--- config.mk ---
export PLATFORM = sky130hd
export DESIGN_NAME = tank_btn_ctrl
export DESIGN_NICKNAME = d
export VERILOG_FILES = /design/src/rtl/tank_btn_ctrl.sv
export SDC_FILE = /design/constraint.sdc
export NUM_CORES = 1
export LEC_CHECK = 0
export ABC_AREA = 0
export CELL_PAD_IN_SITES_DETAIL_PLACEMENT = 1
export CELL_PAD_IN_SITES_GLOBAL_PLACEMENT = 2
export CORE_ASPECT_RATIO = 2
export CORE_MARGIN = 3
export CORE_UTILIZATION = 38
export DETAILED_ROUTE_END_ITERATION = 8
export GPL_ROUTABILITY_DRIVEN = 1
export PLACE_DENSITY = 0.85
export SYNTH_ARGS = -nofsm -noshare
export SYNTH_HDL_FRONTEND = slang
export SYNTH_SLANG_ARGS = --single-unit
export TNS_END_PERCENT = 30
--- constraint.sdc ---
create_clock -name clk -period 2.67 [get_ports clk]
set_input_delay 0.6675 -clock clk [delete_from_list [all_inputs] [get_ports clk]]
set_output_delay 0.6675 -clock clk [all_outputs]
set_load 0.03 [all_outputs]
--- src/rtl/tank_btn_ctrl.sv ---
// -----------------------------------------------------------------------------
// tank_btn_ctrl
//
// Purpose: conditions the five raw board buttons for the player tank
// controller. Each button is synchronised (2 flops), debounced (counter per
// button), and edge-detected. Direction keys drive a last-pressed-wins
// movement request. The shoot key drives a sticky request that holds until
// the consumer acknowledges it, so slow game logic cannot miss a press.
//
// Optional feature: define BTN_AUTOFIRE_EN to add an autofire counter that
// re-asserts sht_req every AUTOFIRE_CYCLES cycles while st stays held.
// The AUTOFIRE_CYCLES parameter exists only in that build.
//
// Ports:
//   clk        in   system clock (100 MHz)
//   rst        in   synchronous active-high reset
//   bt_w/a/s/d in   raw asynchronous direction buttons, active-high
//   bt_st      in   raw asynchronous shoot button, active-high
//   btn_db     out  debounced levels {st,d,s,a,w}, bit0 = w
//   mv_en      out  1 while a direction key is held (FSM in MOVE)
//   mv_dir     out  00 up(w), 01 down(s), 10 left(a), 11 right(d)
//   sht_req    out  sticky shoot request
//   sht_ack    in   one-cycle acknowledge from the consumer, clears sht_req
//   dbg_state  out  direction FSM state (0 IDLE, 1 MOVE)
//
// Handshake: sht_req is a level "valid"; sht_ack is a one-cycle "taken"
// strobe. sht_req drops on the cycle after sht_ack is sampled high unless a
// new request arrives in that same cycle, in which case it stays high.
// Requests never queue: extra presses while sht_req = 1 are absorbed.
// -----------------------------------------------------------------------------
module tank_btn_ctrl #(
   parameter int DEBOUNCE_CYCLES = 1_000_000,
   parameter int CNT_W           = 20
`ifdef BTN_AUTOFIRE_EN
   ,
   parameter int AUTOFIRE_CYCLES = 25_000_000
`endif
) (
   input  logic       clk,
   input  logic       rst,
   input  logic       bt_w,
   input  logic       bt_a,
   input  logic       bt_s,
   input  logic       bt_d,
   input  logic       bt_st,
   output logic [4:0] btn_db,
   output logic       mv_en,
   output logic [1:0] mv_dir,
   output logic       sht_req,
   input  logic       sht_ack,
   output logic       dbg_state
);

   typedef enum logic {
      ST_IDLE = 1'b0,
      ST_MOVE = 1'b1
   } mv_state_t;

   localparam logic [CNT_W-1:0] DB_MAX = CNT_W'(DEBOUNCE_CYCLES - 1);

   logic [4:0]       raw;
   logic [4:0]       s1_q, s1_d, s2_q, s2_d;
   logic [4:0]       db_q, db_d, db_dly_q, db_dly_d;
   logic [CNT_W-1:0] cnt_q [5];
   logic [CNT_W-1:0] cnt_d [5];
   logic [3:0]       dir_rise, dir_fall;
   logic             st_rise;
   logic             sht_set;
   mv_state_t        state_q, state_d;
   logic [1:0]       mv_dir_q, mv_dir_d;
   logic             sht_req_q, sht_req_d;

   assign raw = {bt_st, bt_d, bt_s, bt_a, bt_w};

   // Highest-priority key in a {d,s,a,w} vector: w > s > a > d.
   function automatic logic [1:0] pri_dir(input logic [3:0] v);
      if (v[0])      return 2'b00;
      else if (v[2]) return 2'b01;
      else if (v[1]) return 2'b10;
      else           return 2'b11;
   endfunction

   // Map a direction code back to its button bit in {d,s,a,w}.
   function automatic logic [3:0] dir_mask(input logic [1:0] d);
      case (d)
         2'b00:   return 4'b0001;
         2'b01:   return 4'b0100;
         2'b10:   return 4'b0010;
         default: return 4'b1000;
      endcase
   endfunction

   assign dir_rise = db_q[3:0] & ~db_dly_q[3:0];
   assign dir_fall = ~db_q[3:0] & db_dly_q[3:0];
   assign st_rise  = db_q[4] & ~db_dly_q[4];

`ifdef BTN_AUTOFIRE_EN
   localparam int AF_W = (AUTOFIRE_CYCLES > 2) ? $clog2(AUTOFIRE_CYCLES) : 1;
   localparam logic [AF_W-1:0] AF_MAX = AF_W'(AUTOFIRE_CYCLES - 1);

   logic [AF_W-1:0] af_cnt_q, af_cnt_d;
   logic            af_tick;

   // Held in reset on the edge-triggered request cycle so the first repeat
   // lands exactly AUTOFIRE_CYCLES cycles after it.
   always_comb begin
      af_tick  = 1'b0;
      af_cnt_d = '0;
      if (db_q[4] && !st_rise) begin
         if (af_cnt_q == AF_MAX) begin
            af_tick = 1'b1;
         end else begin
            af_cnt_d = af_cnt_q + AF_W'(1);
         end
      end
   end

   always_ff @(posedge clk) begin
      if (rst) af_cnt_q <= '0;
      else     af_cnt_q <= af_cnt_d;
   end

   assign sht_set = st_rise | af_tick;
`else
   assign sht_set = st_rise;
`endif

   always_comb begin
      s1_d     = raw;
      s2_d     = s1_q;
      db_dly_d = db_q;
      db_d     = db_q;
      for (int i = 0; i < 5; i++) begin
         cnt_d[i] = '0;
         // Count only while the synchronised level disagrees with the
         // accepted one; any agreement restarts qualification.
         if (s2_q[i] != db_q[i]) begin
            if (cnt_q[i] == DB_MAX) begin
               db_d[i] = s2_q[i];
            end else begin
               cnt_d[i] = cnt_q[i] + CNT_W'(1);
            end
         end
      end

      state_d  = state_q;
      mv_dir_d = mv_dir_q;
      case (state_q)
         ST_IDLE: begin
            if (|dir_rise) begin
               state_d  = ST_MOVE;
               mv_dir_d = pri_dir(dir_rise);
            end
         end
         ST_MOVE: begin
            // A new press outranks any release in the same cycle.
            if (|dir_rise) begin
               mv_dir_d = pri_dir(dir_rise);
            end else if (|(dir_fall & dir_mask(mv_dir_q))) begin
               if (|db_q[3:0]) mv_dir_d = pri_dir(db_q[3:0]);
               else            state_d  = ST_IDLE;
            end
         end
         default: state_d = ST_IDLE;
      endcase

      sht_req_d = sht_req_q;
      if (sht_ack) sht_req_d = 1'b0;
      if (sht_set) sht_req_d = 1'b1;
   end

   always_ff @(posedge clk) begin
      if (rst) begin
         s1_q      <= '0;
         s2_q      <= '0;
         db_q      <= '0;
         db_dly_q  <= '0;
         state_q   <= ST_IDLE;
         mv_dir_q  <= 2'b00;
         sht_req_q <= 1'b0;
         for (int i = 0; i < 5; i++) cnt_q[i] <= '0;
      end else begin
         s1_q      <= s1_d;
         s2_q      <= s2_d;
         db_q      <= db_d;
         db_dly_q  <= db_dly_d;
         state_q   <= state_d;
         mv_dir_q  <= mv_dir_d;
         sht_req_q <= sht_req_d;
         for (int i = 0; i < 5; i++) cnt_q[i] <= cnt_d[i];
      end
   end

   assign btn_db    = db_q;
   assign mv_en     = (state_q == ST_MOVE);
   assign mv_dir    = mv_dir_q;
   assign sht_req   = sht_req_q;
   assign dbg_state = state_q;

endmodule

# --- After elaboration in Yosys (flattened, before gate mapping) ---
# Memory sizes are Yosys's and may differ from the RTL's.
# Cells that the tools add are included.
op_classes:
  add_sub_neg: 5
  n_eq_ne: 15
  mux: 39
  n_bitwise: 13
  n_reduce_logical: 11
ops:
  columns: ["op", "count"]
  rows:
  - ["20-bit two-way mux", 15]
  - ["20-bit by 1-bit adder with 20-bit output (second input constant)", 5]
  - ["20-bit == test (second input constant)", 5]
  - ["2-bit two-way mux", 8]
  - ["4-bit bitwise AND", 3]
  - ["4-bit case mux with 3 select lines", 1]
  - ["4-bit OR reduction", 3]
  - ["1-bit two-way mux", 11]
  - ["2-bit AND reduction", 5]
  - ["4-bit two-way mux", 2]
  - ["4-bit inverter", 2]
  - ["3-bit by 1-bit != test with 1-bit output (second input constant)", 2]
  - ["1-bit != test", 5]
  - ["1-bit OR", 5]
  - ["2-bit case mux with 2 select lines", 1]
  - ["3-bit AND reduction", 1]
  - ["2-bit by 1-bit == test with 1-bit output (second input constant)", 1]
  - ["2-bit == test (second input constant)", 1]
  - ["2-bit logical NOT", 1]
  - ["2-bit != test (second input constant)", 1]
  - ["1-bit inverter", 2]
  - ["1-bit case mux with 2 select lines", 1]
  - ["2-bit nonzero test", 1]
  - ["1-bit bitwise AND", 1]
totals:
  reg_bits: 24
  mem_bits_rw: 100
  input_bits: 8
  output_inout_bits: 10
  word_cells: 95
  mem_count: 1
memory_table:
  columns: ["memory", "depth", "word_bits", "rd", "rd_clocked_by_memory_dff", "write_ports", "line_no", "source"]
  rows:
  - ["cnt_q", 5, 20, 5, 0, 5, "64", "logic [CNT_W-1:0] cnt_q [5];"]

# --- Logic depth before layout (Yosys ltp) ---
# Gate-level depths: netlist (run 1).
depth:
  ltp_word: 10
  ltp_mapped: 7
  ltp_nobuf: 5

# --- Worst setup path before layout (run 1) ---
# No wires, ideal clock.
synth_path:
  path_type: "register to register"
  startpoint: "mem cnt_q[1][11] (netlist: cnt_q[0][31])"
  endpoint: "mem cnt_q[1][8] (netlist: cnt_q[0][28])"
  setup_time_ns: 0.115
  arrival_ns: 1.813
  required_time_ns: 2.555
  path_slack_ns: 0.742
  path_stages_with_launch: 6
  path_buffers: 1
  synth_period_minus_slack_ns: 1.928
  path_cell_list: "dfxtp_1 -> or4b_1 -> or4_4 -> o21ai_4 -> buf_6 -> nor2_1"
synth_lines:
  columns: ["item", "line_no"]
  rows:
  - ["start, declared", "64"]

# --- Final worst setup path (run 1) ---
layout_path:
  startpoint: "reg db_q[0] (netlist: btn_db[0])"
  endpoint: "out btn_db[0]"
layout_lines:
  columns: ["item", "line_no", "source"]
  rows:
  - ["start, declared", "63", "logic [4:0] db_q, db_d, db_dly_q, db_dly_d;"]
  - ["start signal, assigned", "176", "db_q <= '0;"]
  - ["start signal, assigned", "185", "db_q <= db_d;"]
  - ["end, declared", "46", "output logic [4:0] btn_db,"]
# No word-level cell between the ends.

==> results of run 1 <==
## layout by cell type (no fill, tap or decap), types with 3 or more instances in the layout
cell and instances:
clkbuf_1 3, or4b_2 3, clkbuf_16 17, nand2_1 29, o31ai_1 11, nor2_1 78
xnor2_1 40, or4b_1 5, a21oi_1 37, o21ai_0 22, nand2b_1 7, nor4_1 15
clkdlybuf4s50_1 17, nand4_1 19, o21ai_1 3, xor2_1 25, and2_1 3, nor3_1 10
nor2b_1 15, clkinvlp_4 3, or4_1 17, nor4b_1 3, bufinv_16 3, dfxtp_1 124
nand3_1 40, ha_1 5, or3_1 25, and3_1 6, buf_4 3, inv_1 25
and4_1 8
## metrics by stage
step / area, um2 / setup slack (ns) / std cells / util, %
after floorplan: 5466 / 0.7420 / 625 / -
after global placement: 5816 / 0.5853 / 813 / 41.64
after detailed placement: 5816 / 0.5340 / 813 / 41.64
after CTS: 6420 / 0.2326 / 845 / 45.96
after global routing: 6420 / 0.1835 / 845 / 45.96
final: 6420 / 0.2705 / 845 / 45.96
## sequential cells by signal (all words and copies together), names as in the netlist
register and cells:
btn_db 5, dbg_state 1, sht_req 1, s2_q 5
mv_dir 2, db_dly_q 5, cnt_q 100, s1_q 5
## area by class of cell
class / instances / area [um2]
inverter: 25 / 93.84
fill: 1618 / 7547
clock buffer: 22 / 464.2
multi-input combinational: 454 / 2790
sequential: 124 / 2482
clock inverter: 10 / 140.1
timing repair buffer: 21 / 212.7
tap: 189 / 236.5
## kinds of logic after synthesis
logic type | share of synthesized area [%]
flops | 45.41
mux | 0.3662
simple gates | 29.41
compound gates | 9.705
xor+xnor | 10.41
fa+ha+maj | 1.144
buf+inv | 3.548
## final timing paths
path | startpoint | endpoint | slack [ns] | cells past startpoint
max | btn_db[0] | btn_db[0] | 0.27 | 1
min reg2reg | s1_q[4] | s2_q[4] | 0.44 | 1
min | s1_q[4] | s2_q[4] | 0.44 | 1
max reg2reg | cnt_q[0][33] | cnt_q[0][23] | 0.52 | 4
## where the power goes
group	leakage [nW]	switching [mW]	total, mW	internal [mW]
combinational	0.591	0.0282	0.0516	0.0234
sequential	1.00	0.00571	1.87	1.86
clock	0.286	0.825	2.34	1.52
total	1.88	0.859	4.26	3.40
## metal layers
metal	track usage, %	part of all wire, %	wire length [um]	vias to the layer above
li1	-	-	-	2249
met4	8.690	3.0	395	0
met1	16.81	38	5041	2230
met2	34.27	57	7451	58
met5	0	0	0	-
met3	3.429	2.1	271	31
==> metrics.yaml, run 1 <==
antenna_found_initial: 0
synth_seq_cells: 124
path_cells: "clkdlybuf4s50_1"
synth_seq_area_share_pct: 45.41
cts_made_buffers: 17
max_cap_violations: 0
fmax_ghz: 0.4168
io-pin-count: 18
drtPass1Iterations: 4
synthCells: 625
grt_overflow_total: 0
drv_slew: 0
drt_iter0_markers: 126
cts.sinks: 124
grt_pass1_wl_um: 22810
synthTopCellsByCount: "124 x dfxtp_1, 78 x nor2_1, 40 x nand3_1, 40 x xnor2_1, 37 x a21oi_1"
hold_path.class: "reg2reg"
clkTransAtPathRegs_ns: 0.05
drive_gt1_share_pct: 7.012
synth.distinct_cells: 51
criticalPathCategory: "reg2out"
syn-num-nets: 638
grt_pass1_vias: 4965
period_needed_ns: 2.399
avgSynthCellArea_um2: 8.746
ir_drop_mv: 0.4136
path_max_fanout: 10
status: "complete, no violations"
fin_skew_ns: 0.01011
clock_latency_ns: 0.41
rows: 61
netlist_area_mm2: 0.005466
cts_tree: "built"
max_slew_margin_pct: 45.73
die_area_mm2: 0.01595
hpwl_um: 9474
worst_pin_slew_ns: 0.8139
yosysMostFrequentCell: "dfxtp_1"
place.gp.congestion: 0.8067
fin_crit_sh_pct: 89.87
hold_viol: 0
synth_top_area_share_pct: 45.41
cp.arrival_ns: 1.73
dieHeight_um: 175.6
synth_area_leaders: "dfxtp_1 45%, xnor2_1 6.4%, nor2_1 5.4%, xor2_1 4.0%, nand3_1 3.7%"
required_ns: 2.00
wl_per_cell_um: 15.57
worst_path_largest_cell_delay_ns: 0.79
synth_edf_count: 0
rsz0062_at_grt: "no"
cts_htree_levels: 4
die_w_um: 90.81
yosys_warnings: 0
grt_max_degree: 33
cts_resized: 0
layout-area-overhead-vs-synth_pct: 17.44
path_buf_inv: 1
path_delay_family: "buffers and inverters"
synth_ff_type: "dfxtp_1"
finalWirelength_um: 13160
track_usage_pct: 17.44
hold_slack_ns: 0.4399
layout.nets: 656
vias_per_cell: 5.406
diodes: 0
p_leak_nw: 1.878
clockRootBuffer: "clkbuf_16"
cp-end-kind: "output port"
portBuffers: 17
cts-hold-fix-buffers: 0
fin_total_pwr_mw: 4.260
cts_setup_buffers: 0
powerDensity_mw_per_mm2: 663.5
clk_path_buf_depth: 2
coreArea_mm2: 0.01397
vias: 4568
drc: 0
start_kind: "flip-flop"
async_reset_ff_share_pct: 0
postRouteAntennaNets: 0
synth_top_area_cell: "dfxtp_1"
start_util_pct: 39.14
setup_viol_count_final: 0
worst_path_max_delay_cell: "clkdlybuf4s50_1"
fin_setup_tns_ns: 0
Note: power is estimated with default switching activity, not from simulation.
==> run 2, diff against run 1 <==
--- a/config.mk
+++ b/config.mk
@@ -14,6 +14,7 @@
 export DETAILED_ROUTE_END_ITERATION = 8
 export GPL_ROUTABILITY_DRIVEN = 1
 export PLACE_DENSITY = 0.85
+export SLEW_MARGIN = 20
 export SYNTH_ARGS = -nofsm -noshare
 export SYNTH_HDL_FRONTEND = slang
 export SYNTH_SLANG_ARGS = --single-unit
==> results of run 2 <==
No change in the layout: final DEF, timing and power equal those of run 1.
